### config.mk
export PLATFORM = sky130hd
export DESIGN_NAME = dmem_arbiter
export DESIGN_NICKNAME = d
export VERILOG_FILES = /design/src/rtl/dmem_arb_pkg.sv /design/src/rtl/arb_pick.sv /design/src/rtl/dmem_arbiter.sv
export SDC_FILE = /design/constraint.sdc
export NUM_CORES = 1
export LEC_CHECK = 0
export CAP_MARGIN = 20
export CORE_ASPECT_RATIO = 0.8
export CORE_UTILIZATION = 25
export CTS_BUF_LIST = sky130_fd_sc_hd__clkbuf_8
export DETAILED_ROUTE_END_ITERATION = 16
export PLACE_DENSITY = 0.61
export SLEW_MARGIN = 10
export SYNTH_ARGS = -nofsm -noshare
export SYNTH_HDL_FRONTEND = slang
export SYNTH_HIERARCHICAL = 1
export SYNTH_SLANG_ARGS = --single-unit
### constraint.sdc
create_clock -name clk -period 4 [get_ports clk]
set_input_delay 0.8 -clock clk [delete_from_list [all_inputs] [get_ports clk]]
set_output_delay 0.8 -clock clk [all_outputs]
set_load 0.05 [all_outputs]
### src/rtl/dmem_arb_pkg.sv
// Shared types and default widths for the data-memory arbiter.
// Round-robin tie-breaking is enabled by defining DMEM_ARB_RR_EN.
package dmem_arb_pkg;
  localparam int DATA_W_DEF = 32;
  localparam int ADDR_W_DEF = 9;

  typedef enum logic [1:0] {IDLE, ACCESS, RESP} state_t;
  typedef enum logic {CORE, EXT} owner_t;
endpackage

### src/rtl/arb_pick.sv
// Combinational winner selection between core and external loader.
// DMEM_ARB_RR_EN selects round-robin ties; otherwise core always wins.
module arb_pick (
  input  logic c_req,
  input  logic e_req,
`ifdef DMEM_ARB_RR_EN
  input  logic last_ext,
`endif
  output logic any_req,
  output logic pick_ext
);
  assign any_req = c_req | e_req;
`ifdef DMEM_ARB_RR_EN
  // a tie goes to whichever port was not served last
  assign pick_ext = e_req & (~c_req | ~last_ext);
`else
  assign pick_ext = e_req & ~c_req;
`endif
endmodule

### src/rtl/dmem_arbiter.sv
// Two-port data-memory arbiter: IDLE/ACCESS/RESP, one transaction per 3 cycles.
// Define DMEM_ARB_RR_EN for round-robin ties (default: fixed core priority).
module dmem_arbiter
  import dmem_arb_pkg::*;
#(
  parameter int DATA_W = DATA_W_DEF,
  parameter int ADDR_W = ADDR_W_DEF
) (
  input  logic              clk,
  input  logic              reset,
  input  logic              c_req,
  input  logic              c_we,
  input  logic [ADDR_W-1:0] c_addr,
  input  logic [DATA_W-1:0] c_wdata,
  output logic              c_gnt,
  output logic              c_rvalid,
  output logic [DATA_W-1:0] c_rdata,
  input  logic              e_req,
  input  logic              e_we,
  input  logic [ADDR_W-1:0] e_addr,
  input  logic [DATA_W-1:0] e_wdata,
  output logic              e_gnt,
  output logic              e_rvalid,
  output logic [DATA_W-1:0] e_rdata,
  output logic              mem_wr,
  output logic              mem_rd,
  output logic [ADDR_W-1:0] mem_addr,
  output logic [DATA_W-1:0] mem_wdata,
  input  logic [DATA_W-1:0] mem_rdata,
  output logic              busy
);
  state_t state, state_nxt;
  owner_t owner_q, win;
  logic              we_q;
  logic [ADDR_W-1:0] addr_q;
  logic [DATA_W-1:0] wdata_q;
  logic [DATA_W-1:0] c_rdata_q, e_rdata_q;
  logic [DATA_W-1:0] resp_data;
  logic              any_req, pick_ext, grant;

`ifdef DMEM_ARB_RR_EN
  owner_t last_owner;

  always_ff @(posedge clk or posedge reset)
    if (reset)      last_owner <= EXT;
    else if (grant) last_owner <= win;
`endif

  arb_pick u_pick (
    .c_req    (c_req),
    .e_req    (e_req),
`ifdef DMEM_ARB_RR_EN
    .last_ext (last_owner == EXT),
`endif
    .any_req  (any_req),
    .pick_ext (pick_ext)
  );

  assign win   = pick_ext ? EXT : CORE;
  // reset forces IDLE asynchronously, so grant must also be masked by reset
  assign grant = (state == IDLE) & any_req & ~reset;

  always_ff @(posedge clk or posedge reset)
    if (reset) state <= IDLE;
    else       state <= state_nxt;

  always_ff @(posedge clk or posedge reset)
    if (reset) begin
      owner_q <= CORE;
      we_q    <= 1'b0;
      addr_q  <= '0;
      wdata_q <= '0;
    end else if (grant) begin
      owner_q <= win;
      we_q    <= pick_ext ? e_we    : c_we;
      addr_q  <= pick_ext ? e_addr  : c_addr;
      wdata_q <= pick_ext ? e_wdata : c_wdata;
    end

  assign resp_data = we_q ? '0 : mem_rdata;

  always_ff @(posedge clk or posedge reset)
    if (reset) begin
      c_rdata_q <= '0;
      e_rdata_q <= '0;
    end else if (state == RESP) begin
      if (owner_q == CORE) c_rdata_q <= resp_data;
      else                 e_rdata_q <= resp_data;
    end

  // read data arrives during RESP; bypass it so it is visible with rvalid
  assign c_rdata = (state == RESP && owner_q == CORE) ? resp_data : c_rdata_q;
  assign e_rdata = (state == RESP && owner_q == EXT)  ? resp_data : e_rdata_q;

  always_comb begin
    state_nxt = state;
    c_gnt     = 1'b0;
    e_gnt     = 1'b0;
    c_rvalid  = 1'b0;
    e_rvalid  = 1'b0;
    mem_wr    = 1'b0;
    mem_rd    = 1'b0;
    mem_addr  = '0;
    mem_wdata = '0;
    busy      = (state != IDLE);
    case (state)
      IDLE: begin
        c_gnt = grant & ~pick_ext;
        e_gnt = grant &  pick_ext;
        if (grant) state_nxt = ACCESS;
      end
      ACCESS: begin
        mem_addr  = addr_q;
        mem_wdata = wdata_q;
        mem_wr    = we_q;
        mem_rd    = ~we_q;
        state_nxt = RESP;
      end
      RESP: begin
        c_rvalid  = (owner_q == CORE);
        e_rvalid  = (owner_q == EXT);
        state_nxt = IDLE;
      end
      default: state_nxt = IDLE;
    endcase
  end
endmodule

==> results.json <==
{
  "port-buffer-count": 231,
  "grt_setup_unrepaired": "false",
  "final.min_clock_period_ns": 3.51,
  "grt_first_pass_wirelength_um": 22000,
  "timing_hold_violations_final": 0,
  "dr_total_vias": 3624,
  "layout.cells.most_common_list": "229 x clkdlybuf4s50_1, 119 x mux2_2, 109 x dfrtp_1",
  "die_width_um": 165,
  "setup_violators_final": 0,
  "start_kind": "flip-flop",
  "max_freq_ghz": 0.285,
  "outcome": "completed",
  "path_max_fanout": 33,
  "worstMarginPinSlew_ns": 0.874,
  "syn-instance-count": 367,
  "cell_type_with_the_highest_aggregate_area_in_the_netlist": "dfrtp_1",
  "r2r-end": "wdata_q[28]",
  "final_critical_path_setup_slack_ns": 0.489,
  "gp_congestion": 0.743,
  "drv_cap": 0,
  "nFillCells": 1983,
  "cts-root-buf": "clkbuf_8",
  "die_footprint_um2": 21900,
  "final_common_cell": "clkdlybuf4s50_1",
  "drt-vias-per-instance": 4.18,
  "timing.setup.critical_path_class": "flip-flop to primary output",
  "ys_seq_elements": 109,
  "post_cts.resized_instances": 0,
  "pre_cts_slack_ns": 0.665,
  "antenna_cells_inserted": 0,
  "min_delay_worst_type": "flip-flop to flip-flop",
  "synth.area.top_cells": "dfrtp_1 51%, mux2_2 25%, mux2_4 8.2%, and2_1 5.1%, nor2b_1 4.2%",
  "post_drt_wl_per_cell_um": 15.9,
  "sequential_cell_area_um2": 2730,
  "clock-skew-final_ns": 0.0157,
  "worst_ir_drop_vdd_v": 0.000371,
  "worst_ep_required_time_ns": 3.20,
  "final.setup.tns_ns": 0,
  "placedInstanceArea_um2": 7840,
  "setup.reg_to_reg.worst_slack_ns": 2.12,
  "grt.overflow.total": 0,
  "worst_setup_hold_path_clk_slew_ns": 0.09,
  "syn_area_per_cell_um2": 14.5,
  "post_cts_buffers": 0,
  "setup.worst_path.end_class": "primary output",
  "max-clock-path-buffers": 2,
  "remaining_drc_errors": 0,
  "std_cell_rows": 47,
  "drt-total-wl_um": 13800,
  "post_synthesis_cell_type_count": 17,
  "syn_area_um2": 5320,
  "cts_htree_levels": 3,
  "pwr_density_cell_nw_per_um2": 633,
  "core_area_um2": 20800,
  "synth_warnings": 6,
  "design_area_um2": 8060,
  "terminating_pin_of_the_worst_hold_path": "e_rdata_q[26]",
  "initial_utilization_pct": 25.6,
  "worst-endpoint-arrival_ns": 2.71,
  "post_route_cells_drive_above_1_share_pct": 29.9,
  "ctsHoldBuffers": 0,
  "area_growth_pct": 51.4,
  "r2r_cells": 3,
  "post-dp-hpwl_um": 9820,
  "maxSlewViolCount": 0,
  "slew_headroom_pct": 41.7,
  "min_path_cells": 1,
  "synth_largest_type_area_fraction_pct": 51.3,
  "grt_usage_pct": 13.1,
  "floorplan.die.height_um": 132,
  "first_iter_violations": 115,
  "design.portCount": 232,
  "design.final.nets": 713,
  "mappedNetlistNets": 487,
  "antenna_found_initial": 0,
  "clk_latency_ns": 0.38,
  "fin_crit_sh_pct": 87.8,
  "hold_start": "e_rdata_q[26]",
  "first_global_vias": 3990,
  "sequential_element_share_of_the_synthesized_area_pct": 51.3,
  "grt_max_degree": 67,
  "p_leak_nw": 3.30,
  "multiInputGateArea_um2": 2360,
  "cts_inserted_buffers": 9,
  "tritoncts_clock_tree": "built",
  "reg2reg_from": "state[1]",
  "clock-sinks": 109,
  "dr.pass1.iters": 3,
  "antenna_violating_nets_post_route": 0
}
==> cells in the mapped netlist <==
| cell | instances |
|---|---|
| dfrtp_1 | 109 |
| or2_1 | 1 |
| and3b_1 | 1 |
| nor4b_2 | 1 |
| clkbuf_1 | 6 |
| buf_2 | 4 |
| and2_1 | 43 |
| buf_12 | 7 |
| inv_1 | 1 |
| mux2_2 | 119 |
| buf_4 | 2 |
| or2_2 | 1 |
| mux2_4 | 29 |
| buf_6 | 5 |
| nor3b_4 | 1 |
| mux2_1 | 1 |
| nor2b_1 | 36 |
==> per-stage QoR <==
| step | total power, mW | hold WS, ns | instances | util (%) |
|---|---|---|---|---|
| after floorplan | 3.52 | 0.472 | 367 | - |
| after global placement | 4.37 | 0.473 | 851 | 37.8 |
| after detailed placement | 4.41 | 0.481 | 851 | 37.8 |
| after CTS | 5.19 | 0.507 | 867 | 38.8 |
| after global routing | 5.36 | 0.514 | 867 | 38.8 |
| final | 5.10 | 0.501 | 867 | 38.8 |
==> power by group <==
group	leakage, nW	internal, mW	switching, mW
sequential	1.36	1.48	0.129
combinational	1.83	1.09	1.67
clock	0.108	0.351	0.385
==> per-layer routing <==
layer | share of wire, % | vias to the layer above | global-route usage (%)
li1 | - | 1700 | -
met4 | 1.1 | 0 | 3.21
met3 | 6.8 | 10 | 4.17
met5 | 0 | - | 0
met1 | 43 | 1809 | 16.0
met2 | 49 | 105 | 22.2
==> critical path, stage by stage, from the launching register on <==
cell and delay [ns]:
dfrtp_1 0.49, nor3b_4 0.22, buf_4 0.46, mux2_2 0.41, clkdlybuf4s50_1 0.75
==> flip-flops by register name, summed over array words and instances, names as in the netlist <==
signal,cells
e_rdata_q,32
wdata_q,32
c_rdata_q,32
state,2
owner_q,1
addr_q,9
we_q,1
==> layout make-up <==
cell class,count,share of cell area (%)
Clock buffer,9,1.54
Clock inverter,7,1.13
Inverter,1,0.0776
Multi-Input combinational cell,233,29.2
Sequential cell,109,33.8
Tap cell,269,4.18
Timing Repair Buffer,239,30.0
==> cells by family (layout without fill, tap and decap cells) <==
kind of cell / count (synthesis) / in the layout / synth area share [%]
AND/OR/NAND/NOR: 84 / 84 / 10.3
multiplexers: 149 / 149 / 33.6
buffers and inverters: 25 / 256 / 4.84
flip-flops: 109 / 109 / 51.3
==> worst max-delay path by stage <==
stage,from,to,slack (ns),cells past startpoint
6_report,state[1],c_rdata[14],0.49,4
3_3_place_gp,mem_rdata[14],c_rdata[14],0.70,4
3_5_place_dp,mem_rdata[14],c_rdata[14],0.66,4
2_1_floorplan,reset,addr_q[0],0.33,1
4_1_cts,state[1],c_rdata[14],0.43,4
5_1_grt,state[1],c_rdata[14],0.36,4
No activity file was read; power rests on OpenSTA's default activity.
